--- config.mk ---
export PLATFORM = sky130hd
export DESIGN_NAME = risc_fetch_flat
export DESIGN_NICKNAME = d
export VERILOG_FILES = /design/src/rtl/risc_fetch_if.sv /design/src/rtl/risc_fetch.sv /design/src/flat_wrapper.sv
export SDC_FILE = /design/constraint.sdc
export NUM_CORES = 1
export LEC_CHECK = 0
export CAP_MARGIN = 30
export CORE_ASPECT_RATIO = 0.75
export CORE_MARGIN = 1.5
export CORE_UTILIZATION = 45
export CTS_BUF_LIST = sky130_fd_sc_hd__clkbuf_4 sky130_fd_sc_hd__clkbuf_8
export DETAILED_ROUTE_END_ITERATION = 10
export DONT_BUFFER_PORTS = 1
export PLACE_DENSITY = 0.69
export SYNTH_ARGS = -nofsm -noshare
export SYNTH_HDL_FRONTEND = slang
export SYNTH_SLANG_ARGS = --single-unit
--- constraint.sdc ---
create_clock -name clk_i -period 6.9 [get_ports clk_i]
set_clock_uncertainty 0.15 [all_clocks]
set_input_delay 1.38 -clock clk_i [delete_from_list [all_inputs] [get_ports clk_i]]
set_output_delay 1.38 -clock clk_i [all_outputs]
set_load 0.03 [all_outputs]
--- src/rtl/risc_fetch_if.sv ---
// risc_fetch_if: instruction-memory req/gnt/rvalid bus.
// master = fetch stage, slave = instruction memory.
interface risc_fetch_if #(
  parameter int BIT_WIDTH = 32
);
  logic                 imem_req_o;
  logic [BIT_WIDTH-1:0] imem_addr_o;
  logic                 imem_gnt_i;
  logic                 imem_rvalid_i;
  logic [BIT_WIDTH-1:0] imem_rdata_i;

  modport master (
    output imem_req_o,
    output imem_addr_o,
    input  imem_gnt_i,
    input  imem_rvalid_i,
    input  imem_rdata_i
  );

  modport slave (
    input  imem_req_o,
    input  imem_addr_o,
    output imem_gnt_i,
    output imem_rvalid_i,
    output imem_rdata_i
  );
endinterface

--- src/rtl/risc_fetch.sv ---
// risc_fetch: RV32I fetch stage, single outstanding imem request, skid buffer.
// Optional FETCH_MISALIGN_TRAP_EN: halt and flag misaligned redirect targets.
module risc_fetch #(
  parameter int                   BIT_WIDTH = 32,
  parameter logic [BIT_WIDTH-1:0] RESET_PC  = 32'h0000_0000,
  parameter logic [BIT_WIDTH-1:0] NOP_INSTR = 32'h0000_0013
) (
  input  logic                 clk_i,
  input  logic                 rst_i,
  input  logic                 stall_i,
  input  logic                 redirect_i,
  input  logic [BIT_WIDTH-1:0] target_i,
  risc_fetch_if.master         imem,
  output logic [BIT_WIDTH-1:0] instr_o,
  output logic [BIT_WIDTH-1:0] pc_o,
  output logic                 valid_o,
  output logic                 misalign_o
);

  typedef enum logic [2:0] {
    S_RST,
    S_REQ,
    S_WAIT,
`ifdef FETCH_MISALIGN_TRAP_EN
    S_HALT,
`endif
    S_HOLD
  } state_t;

  state_t               state_q;
  logic [BIT_WIDTH-1:0] pc_q;
  logic [BIT_WIDTH-1:0] instr_q;
  logic [BIT_WIDTH-1:0] pc_out_q;
  logic                 valid_q;
  logic [BIT_WIDTH-1:0] skid_instr_q;
  logic [BIT_WIDTH-1:0] skid_pc_q;
  logic                 discard_q;

  logic [BIT_WIDTH-1:0] tgt;
  logic                 mis;
  logic [BIT_WIDTH-1:0] pc_inc;
  logic                 accept;
  logic                 take;
  logic                 req;
  logic                 pending;

  // Redirect target: full address with trap, word-aligned without.
  always_comb begin
    tgt = {target_i[BIT_WIDTH-1:2], 2'b00};
    mis = 1'b0;
`ifdef FETCH_MISALIGN_TRAP_EN
    tgt = target_i;
    mis = |target_i[1:0];
`endif
  end

`ifndef FETCH_MISALIGN_TRAP_EN
  logic unused_tgt_lsb;
  assign unused_tgt_lsb = ^target_i[1:0];
`endif

  // Request issue; the early request keeps zero-wait memory at 1 IPC.
  always_comb begin
    pc_inc  = pc_q + BIT_WIDTH'(4);
    accept  = !valid_q || !stall_i;
    take    = (state_q == S_WAIT) && imem.imem_rvalid_i
              && !discard_q && !redirect_i && accept;
    req     = (state_q == S_REQ) || take;
    pending = ((state_q == S_WAIT) && !imem.imem_rvalid_i)
              || (discard_q && !imem.imem_rvalid_i)
              || (req && imem.imem_gnt_i);
  end

  assign imem.imem_req_o  = req;
  assign imem.imem_addr_o = take ? pc_inc : pc_q;
  assign instr_o          = instr_q;
  assign pc_o             = pc_out_q;
  assign valid_o          = valid_q;

`ifdef FETCH_MISALIGN_TRAP_EN
  logic misalign_q;
  assign misalign_o = misalign_q;
`else
  assign misalign_o = 1'b0;
`endif

  // Fetch FSM, PC, IF/ID register and skid buffer.
  always_ff @(posedge clk_i or posedge rst_i) begin
    if (rst_i) begin
      state_q      <= S_RST;
      pc_q         <= RESET_PC;
      instr_q      <= NOP_INSTR;
      pc_out_q     <= '0;
      valid_q      <= 1'b0;
      skid_instr_q <= NOP_INSTR;
      skid_pc_q    <= '0;
      discard_q    <= 1'b0;
`ifdef FETCH_MISALIGN_TRAP_EN
      misalign_q   <= 1'b0;
`endif
    end else if (redirect_i) begin
      pc_q      <= tgt;
      valid_q   <= 1'b0;
      instr_q   <= NOP_INSTR;
      discard_q <= pending;
      state_q   <= pending ? S_WAIT : S_REQ;
`ifdef FETCH_MISALIGN_TRAP_EN
      misalign_q <= mis;
      if (mis) state_q <= S_HALT;
`endif
    end else begin
      if (!stall_i) begin
        valid_q <= 1'b0;
        instr_q <= NOP_INSTR;
      end
      unique case (state_q)
        S_RST: state_q <= S_REQ;
        S_REQ: begin
          if (imem.imem_gnt_i) state_q <= S_WAIT;
        end
        S_WAIT: begin
          if (imem.imem_rvalid_i) begin
            if (discard_q) begin
              discard_q <= 1'b0;
              state_q   <= S_REQ;
            end else if (accept) begin
              instr_q  <= imem.imem_rdata_i;
              pc_out_q <= pc_q;
              valid_q  <= 1'b1;
              pc_q     <= pc_inc;
              state_q  <= imem.imem_gnt_i ? S_WAIT : S_REQ;
            end else begin
              skid_instr_q <= imem.imem_rdata_i;
              skid_pc_q    <= pc_q;
              pc_q         <= pc_inc;
              state_q      <= S_HOLD;
            end
          end
        end
        S_HOLD: begin
          if (!stall_i) begin
            instr_q  <= skid_instr_q;
            pc_out_q <= skid_pc_q;
            valid_q  <= 1'b1;
            state_q  <= S_REQ;
          end
        end
`ifdef FETCH_MISALIGN_TRAP_EN
        S_HALT: begin
          if (imem.imem_rvalid_i) discard_q <= 1'b0;
        end
`endif
        default: state_q <= S_RST;
      endcase
    end
  end

  // Keep mis referenced in the default build.
  logic unused_mis;
  assign unused_mis = mis;

endmodule

--- src/flat_wrapper.sv ---
// flat-port wrapper written by rule: the top's interface ports become plain ports
module risc_fetch_flat 
#(
  parameter int                   BIT_WIDTH = 32,
  parameter logic [BIT_WIDTH-1:0] RESET_PC  = 32'h0000_0000,
  parameter logic [BIT_WIDTH-1:0] NOP_INSTR = 32'h0000_0013
)
  (clk_i, rst_i, stall_i, redirect_i, target_i, instr_o, pc_o, valid_o, misalign_o, imem_imem_req_o, imem_imem_addr_o, imem_imem_gnt_i, imem_imem_rvalid_i, imem_imem_rdata_i);
  risc_fetch_if #(.BIT_WIDTH(BIT_WIDTH)) imem_i ();
  input  logic clk_i;
  input  logic rst_i;
  input  logic stall_i;
  input  logic redirect_i;
  input  logic [BIT_WIDTH-1:0] target_i;
  output logic [BIT_WIDTH-1:0] instr_o;
  output logic [BIT_WIDTH-1:0] pc_o;
  output logic valid_o;
  output logic misalign_o;
  output wire logic [$bits(imem_i.imem_req_o)-1:0] imem_imem_req_o;
  output wire logic [$bits(imem_i.imem_addr_o)-1:0] imem_imem_addr_o;
  input wire logic [$bits(imem_i.imem_gnt_i)-1:0] imem_imem_gnt_i;
  input wire logic [$bits(imem_i.imem_rvalid_i)-1:0] imem_imem_rvalid_i;
  input wire logic [$bits(imem_i.imem_rdata_i)-1:0] imem_imem_rdata_i;
  assign imem_imem_req_o = imem_i.imem_req_o;
  assign imem_imem_addr_o = imem_i.imem_addr_o;
  assign imem_i.imem_gnt_i = imem_imem_gnt_i;
  assign imem_i.imem_rvalid_i = imem_imem_rvalid_i;
  assign imem_i.imem_rdata_i = imem_imem_rdata_i;
  risc_fetch #(.BIT_WIDTH(BIT_WIDTH), .RESET_PC(RESET_PC), .NOP_INSTR(NOP_INSTR)) u_core (.clk_i(clk_i), .rst_i(rst_i), .stall_i(stall_i), .redirect_i(redirect_i), .target_i(target_i), .imem(imem_i), .instr_o(instr_o), .pc_o(pc_o), .valid_o(valid_o), .misalign_o(misalign_o));
endmodule
* Yosys cells after proc, flatten, opt, wreduce, memory -nomap -nowiden
Cells that the tools add are included.
Cells by class: $add $sub $neg 1, multipliers 0, divide/modulo/power cells 0, order comparisons 0, equal/unequal tests 11, shift operators 0, muxes and demuxes 36, bitwise gates (word level) 3, reductions and logical operators 25
Operator list (number):
- $mux 32 | 15
- $pmux 32 s2 | 2
- $add 32x3->32 const B | 1
- $mux 3 | 6
- $pmux 3 s4 | 1
- $mux 1 | 9
- $ne 3x3->1 const B | 3
- $ne 2x2->1 const B | 4
- $logic_and 1x1->1 | 7
- $eq 3x2->1 const B | 2
- $reduce_and 3->1 | 2
- $reduce_and 6->1 | 1
- $reduce_bool 2->1 | 3
- $logic_not 1->1 | 5
- $reduce_and 5->1 | 1
- $logic_or 1x1->1 | 4
- $mux 2 | 2
- $eq 3x1->1 const B | 1
- $logic_not 3->1 | 1
- $not 1->1 | 3
- $ne 2x1->1 const B | 1
- $pmux 1 s2 | 1
- $reduce_and 2->1 | 1
Word-level totals: register bits 165, latch bits 0, bits in writable memories 0, memory bits (read-only) 0, input port bits 70, output and inout port bits 99, word-level logic and storage cells 84, memories kept 0

* Depth between registers and ports, before layout
Gate-level depths: netlist of the first run.
depth in word-level cells 10, depth in mapped cells 10, mapped depth without buffers 7

* Worst setup path before layout of the first run
OpenSTA, ideal clock, no wires.
path kind input to output, from in redirect_i, to out imem_imem_addr_o[30], data arrival time 2.914 ns, data required time 5.370 ns, slack 2.456 ns, stages on the path 6, buffers on the path 2, cell sequence clkbuf_1 > nor3_4 > and4_1 > buf_2 > nand3_1 > xnor2_1
On the way: longest elaborated chain between the ends 4
Ends and longest elaborated chain:
- start, declared | line flat_wrapper.sv:13 | input logic redirect_i;
- $logic_not 1->1 | line risc_fetch.sv:67 | && !discard_q && !redirect_i && accept;
- $logic_and 1x1->1 (2 in series) | line risc_fetch.sv:67
- $mux 32 | line risc_fetch.sv:75 | assign imem.imem_addr_o = take ? pc_inc : pc_q;
- end, declared | line flat_wrapper.sv:20 | output wire logic [$bits(imem_i.imem_addr_o)-1:0] imem_imem_addr_o;
No other way between the ends.

* Worst setup path in the final report of the first run
from reg u_core.state_q[0], to out imem_imem_addr_o[31]
On the way: longest elaborated chain between the ends 6
Ends and longest elaborated chain:
- start, declared | line risc_fetch.sv:30 | state_t state_q;
- start signal, assigned | line risc_fetch.sv:106 | state_q <= pending ? S_WAIT : S_REQ;
- start signal, assigned | line risc_fetch.sv:131 | state_q <= imem.imem_gnt_i ? S_WAIT : S_REQ;
- $eq 3x2->1 | line risc_fetch.sv:66 | take = (state_q == S_WAIT) && imem.imem_rvalid_i
- $logic_and 1x1->1 | line risc_fetch.sv:66
- $logic_and 1x1->1 (3 in series) | line risc_fetch.sv:67
- $mux 32 | line risc_fetch.sv:75
No other way between the ends.

==> results of run 1 <==
-- power groups by stage --
stage	combinational [mW]	sequential (mW)	clock (mW)
floorplan	0.576	1.42	0
global placement	0.631	1.48	0
detailed placement	0.674	1.49	0
CTS	0.676	1.47	0.723
global route	0.744	1.50	0.767
finish	0.671	1.47	0.705
-- stage by stage --
step	setup WS (ps)	total power, mW	cells	hold slack (ps)
3_3_place_gp	2240	2.11	896	318
5_1_grt	1990	3.01	928	358
4_1_cts	2180	2.87	927	348
6_report	2200	2.85	928	343
2_1_floorplan	1120	2.00	719	308
3_5_place_dp	2240	2.17	898	329
-- flip-flops by register name (all words and copies together) (netlist names) --
name and flops:
u_core.instr_o 32, u_core.skid_instr_q 32, u_core.pc_o 30, u_core.pc_q 30
u_core.skid_pc_q 30, u_core.state_q 2, u_core.discard_q 1, u_core.valid_o 1
-- area by class of cell --
cell class                 count  area, um^2  area share (%)
sequential                   158        3960            47.3
multi-input combinational    491        3580            42.7
tap                          236         295            3.53
clock buffer                  19         255            3.05
clock inverter                10         141            1.69
timing repair buffer          10         123            1.46
inverter                       4        20.0           0.239
-- synth_stat cells (9+ instances only) --
cell type  instances
mux2_1             9
nand3_1           17
mux2i_1           31
mux2_2            56
xnor2_1           25
buf_6             10
o21ai_0           65
nor2_1            17
xor2_1            31
buf_2             20
nand4_1           16
a22oi_1           29
clkbuf_1          29
o2bb2ai_1         28
dfrtp_1          152
nand2_1           85
-- metal layers --
layer	vias up	share of wire, %	GRT usage [%]
li1	2449	-	-
met1	2786	44	29.0
met2	146	48	32.8
met3	19	6.2	6.33
met4	0	1.5	5.77
met5	-	0	0
-- how the worst max path moves through the flow --
stage / from / end / slack (ps)
finish: u_core.state_q[0] / imem_imem_addr_o[31] / 2200
CTS: u_core.state_q[0] / imem_imem_addr_o[31] / 2180
detailed placement: stall_i / imem_imem_addr_o[31] / 2240
global route: u_core.state_q[0] / imem_imem_addr_o[29] / 1990
global placement: imem_imem_rvalid_i / imem_imem_addr_o[31] / 2240
floorplan: rst_i / u_core.discard_q / 1120
-- placed cells by master (no fill, tap or decap), types with 3 or more instances in the layout --
master     instances
nor2_2             3
and4_1             6
xnor2_1           25
conb_1             5
mux2i_1           31
nor3_1             5
or3_1              3
xor2_1            31
nor2b_1            3
a31oi_1            3
and3_1             5
inv_1              3
nand4_1           16
o21ai_0           65
a21oi_1            5
ha_1               3
dfstp_2            6
nand2_1           85
buf_4              7
dfrtp_1          152
clkbuf_8          18
mux2_2            56
a22oi_1           29
and2_1             5
o2bb2ai_1         28
bufinv_16          3
nand3_1           17
mux2_1             9
nor2_1            16
-- worst reg2reg max path, delay by kind of cell, from the launching register on --
kind / cells / cell delay (ps)
AND/OR/NAND/NOR: 2 / 1440
buffers and inverters: 2 / 610
flip-flops: 1 / 420
adder cells (fa/ha/maj): 1 / 410
multiplexers: 1 / 410
-- cell families (layout without fill, tap and decap cells) --
group,Yosys count,in the layout,share of synthesized area (%)
AO/OA/AOI/OAI,139,139,11.4
XOR/XNOR,56,56,6.21
adder cells (fa/ha/maj),4,4,0.634
buffers and inverters,70,43,4.88
flip-flops,158,158,50.2
multiplexers,96,96,13.2
other,1,5,0.0475
AND/OR/NAND/NOR,191,191,13.5
==> flow_metrics.tcl, run 1 <==
set metrics [dict create \
    critPathSlowestCell "xor2_1" \
    cts_resized 0 \
    path_class "reg2out" \
    hold_depth 1 \
    dp_hpwl_um 12800 \
    hold_viol 0 \
    hold_buffers 0 \
    clk-insertion-delay-late_ps 450 \
    async_flop_share_pct 100 \
    ys_seq_area_share_pct 50.2 \
    yosys_warnings 0 \
    wire_per_inst_um 20.3 \
    synth_top_area_share_pct 48.2 \
    place_congestion 0.825 \
    grt_first_pass_wirelength_um 30400 \
    status "completed" \
    grt_antenna_before_repair 0 \
    ys_seq_elements 158 \
    internal_power_mw 1.76 \
    portBuffers 0 \
    critical_path.max_fanout 19 \
    synth-edff-count 0 \
    rr_startpoint "u_core.state_q[0]" \
    io_pins 169 \
    p_clk_share_pct 24.7 \
    timing.final.crit_share_pct 68.1 \
    reg2regPathDepth 6 \
    syn_area_mm2 0.00790 \
    coreArea_mm2 0.0170 \
    hold_path_startpoint "u_core.skid_instr_q[13]" \
    fin_area_mm2 0.00838 \
    path_delay_family "simple AND/OR/NAND/NOR gates" \
    wl_um 18900 \
    rsz0062_at_grt "false" \
    grt-ovfl-total 0 \
    hold_class "reg2reg" \
    first_iter_violations 363 \
    cp_slowest_stage_delay_ps 540 \
    die_x_um 156 \
    tns_ps 0 \
    drive_gt1_share_pct 18.4 \
    clk_path_buf_depth 2 \
    crit_chain "inv_1 > ha_1 > nand3b_4 > nor3_4 > buf_4 > nand4_1 > nor3_2 > xor2_1" \
    p_per_area_mw_per_mm2 340 \
    swShare_pct 38.1 \
    worstHoldEndpoint "u_core.skid_instr_q[13]" \
    htree_num_levels 4 \
    synthCells 715 \
    setup_viol 0 \
    clock.fmax_mhz 213 \
    cts-root-buf "clkbuf_8" \
    reg2reg_slack_ps 3340 \
    leakage_nw 3.57 \
    cap_violations 0 \
    synth_cell_types 56 \
    utilization_pct 49.3 \
    start_util_pct 46.5 \
    synthFlopType "dfrtp_1" \
    dieArea_mm2 0.0184 \
    pwr-share-seq_pct 51.7 \
    firstDrtPassIters 4 \
    clk_pin_slew_ps 80 \
    crit_required_ps 5370 \
    rr_endpoint "u_core.skid_pc_q[29]" \
    comb_power_share_pct 23.5 \
    fin_nets 756 \
    synth.area.top_cells "dfrtp_1 (48%), mux2_2 (8.0%), o21ai_0 (4.1%), nand2_1 (4.0%), mux2i_1 (3.9%)" \
    worstSetupPathDepth 8 \
    ant_nets 0 \
    path_buf_inv 2 \
    cts_tree "yes" \
    nFillCells 1544 \
    antennaDiodeCount 0 \
    grt_max_degree 104 \
    cts_setup_buffers 0 \
    die_y_um 118 \
    cts_sinks 158 \
    place_area_mm2 0.00795 \
    peakVddDrop_v 0.000160 \
    synth.avg_cell_area_um2 11.0 \
    routed_via_density 5.82 \
    area_growth_syn_to_layout_pct 6.05 \
    grt_usage_pct 21.2 \
    yosysTopAreaCell "dfrtp_1" \
    post-route-drc-count 0 \
    grt_pass1_vias 5412 \
    finalMaxSlewViolations 0 \
    vias 5400 \
    worst_pin_slew_ps 909 \
    cp-end-kind "output pin" \
    row_count 41 \
    crit_arrival_ps 3170 \
    p_switching_mw 1.09 \
    final.min_clock_period_ps 4700 \
    cts_buffers 17 \
    cp-start-kind "flip-flop" \
    slew_headroom_pct 39.4 \
]
Power figures use the tool's default switching activity.
==> run 2: changes to the inputs <==
==> constraint.sdc (replaced) <==
create_clock -name clk_i -period 4.68 [get_ports clk_i]
set_clock_uncertainty 0.15 [all_clocks]
set_input_delay 0.936 -clock clk_i [delete_from_list [all_inputs] [get_ports clk_i]]
set_output_delay 0.936 -clock clk_i [all_outputs]
set_load 0.03 [all_outputs]
==> flow_metrics.tcl, run 2 (synthesis results as in run 1) <==
set metrics [dict create \
    first_iter_violations 411 \
    grt_pass1_vias 5461 \
    rsz0062_at_grt "false" \
    cts_tree "yes" \
    fin_nets 764 \
    p_per_area_mw_per_mm2 499 \
    finalMaxSlewViolations 0 \
    setup_viol 0 \
    ant_nets 0 \
    utilization_pct 49.8 \
    p_switching_mw 1.66 \
    dieArea_mm2 0.0184 \
    swShare_pct 39.5 \
    wl_um 18800 \
    comb_power_share_pct 24.0 \
    nFillCells 1514 \
    multiInputGateArea_mm2 0.00358 \
    firstDrtPassIters 5 \
    final_cell_mix "dfrtp_1 (152), nand2_1 (85), o21ai_0 (65)" \
    cts_buffers 17 \
    regArea_mm2 0.00396 \
    grt_usage_pct 21.1 \
    place_congestion 0.838 \
    clk_pin_slew_ps 90 \
    hold_class "in2async" \
    grt_max_degree 159 \
    start_util_pct 46.5 \
    status "completed" \
    die_x_um 156 \
    cts-root-buf "clkbuf_8" \
    coreArea_mm2 0.0170 \
    die_y_um 118 \
    clock.fmax_mhz 233 \
    antennaDiodeCount 0 \
    pwr-share-seq_pct 51.5 \
    clk-insertion-delay-late_ps 460 \
    crit_arrival_ps 3210 \
    io_pins 169 \
    peakVddDrop_v 0.000247 \
    vias 5471 \
    cp-end-kind "output pin" \
    hold_buffers 0 \
    portBuffers 0 \
    final.min_clock_period_ps 4300 \
    slew_headroom_pct 35.6 \
    cts_resized 0 \
    routed_via_density 5.83 \
    tns_ps 0 \
    crit_required_ps 3590 \
    internal_power_mw 2.55 \
    grt_first_pass_wirelength_um 30000 \
    area_growth_syn_to_layout_pct 7.03 \
    cap_violations 0 \
    htree_num_levels 4 \
    p_clk_share_pct 24.5 \
    cts_sinks 158 \
    cp-start-kind "flip-flop" \
    hold_viol 0 \
    row_count 41 \
    wire_per_inst_um 20.0 \
    drive_gt1_share_pct 19.6 \
    cts_setup_buffers 0 \
    hold_slack_ps 343 \
    clk_path_buf_depth 2 \
    final_common_cell "dfrtp_1" \
    post-route-drc-count 0 \
    grt-ovfl-total 0 \
    critical_path.max_fanout 14 \
    dp_hpwl_um 12600 \
    leakage_nw 3.62 \
    grt_antenna_before_repair 0 \
    timing.final.crit_share_pct 91.8 \
    worst_pin_slew_ps 967 \
    path_class "reg2out" \
]
==> run 2: cell count changes in the layout (fill, tap and decap cells not counted), moves of 2 or more <==
cell,delta
inv_8,+2
inv_6,+2
buf_4,+6
clkbuf_8,+2
buf_12,+3
bufinv_16,-2
==> run 2: area by class of cell <==
type                    instances  area share (%)
well taps                     236            3.49
flip-flops and latches        158            46.9
repair buffers                 18            2.37
inverters                       4           0.222
clock buffers                  20            3.26
clock inverters                12            1.45
multi-input cells             491            42.4
==> run 2: layer usage <==
metal	GRT usage (%)	vias up	part of all wire [%]
li1	-	2468	-
met4	7.74	0	2.3
met5	0	-	0
met2	31.4	198	46
met3	5.89	26	6.6
met1	29.2	2779	45
==> run 2: worst paths after layout <==
path	from	endpoint	slack [ps]	depth (start not counted)
max	u_core.state_q[0]	imem_imem_addr_o[31]	380	9
min	rst_i	u_core.instr_o[26]	340	2
max reg2reg	u_core.state_q[0]	u_core.skid_pc_q[20]	1340	6
min reg2reg	u_core.skid_pc_q[31]	u_core.skid_pc_q[31]	350	1
max in group asynchronous	rst_i	u_core.skid_instr_q[25]	3220	2
min in group clk_i	u_core.skid_pc_q[31]	u_core.skid_pc_q[31]	350	1
==> run 2: power by group through the flow <==
stage / clock, mW / combinational, mW / sequential, mW
2_1_floorplan: 0 / 0.850 / 2.10
3_3_place_gp: 0 / 0.947 / 2.18
3_5_place_dp: 0 / 1.01 / 2.20
4_1_cts: 1.06 / 1.01 / 2.17
5_1_grt: 1.11 / 1.13 / 2.21
6_report: 1.03 / 1.01 / 2.17
==> run 2: critical path: stages (launching register included) <==
cell,delay (ps)
dfrtp_1,430
inv_1,80
ha_1,400
nand3b_4,230
nor3_4,370
buf_4,280
nand4_1,310
nor3_2,260
xor2_1,200
buf_4,190
==> run 2: stage by stage <==
step	std cells	power [mW]	area (um^2)	worst slack (ps)
after floorplan	719	2.95	7920	1120
after global placement	904	3.12	7990	944
after detailed placement	906	3.21	8040	885
after CTS	938	4.25	8430	364
after global routing	939	4.45	8450	159
final	939	4.22	8450	383
==> run 3: changes to the inputs <==
--- a/config.mk
+++ b/config.mk
@@ -16,3 +16,4 @@
 export SYNTH_ARGS = -nofsm -noshare
 export SYNTH_HDL_FRONTEND = slang
 export SYNTH_SLANG_ARGS = --single-unit
+export TNS_END_PERCENT = 30
==> results of run 3 <==
Same layout as run 2: the final DEF is identical, and so are final timing and power.
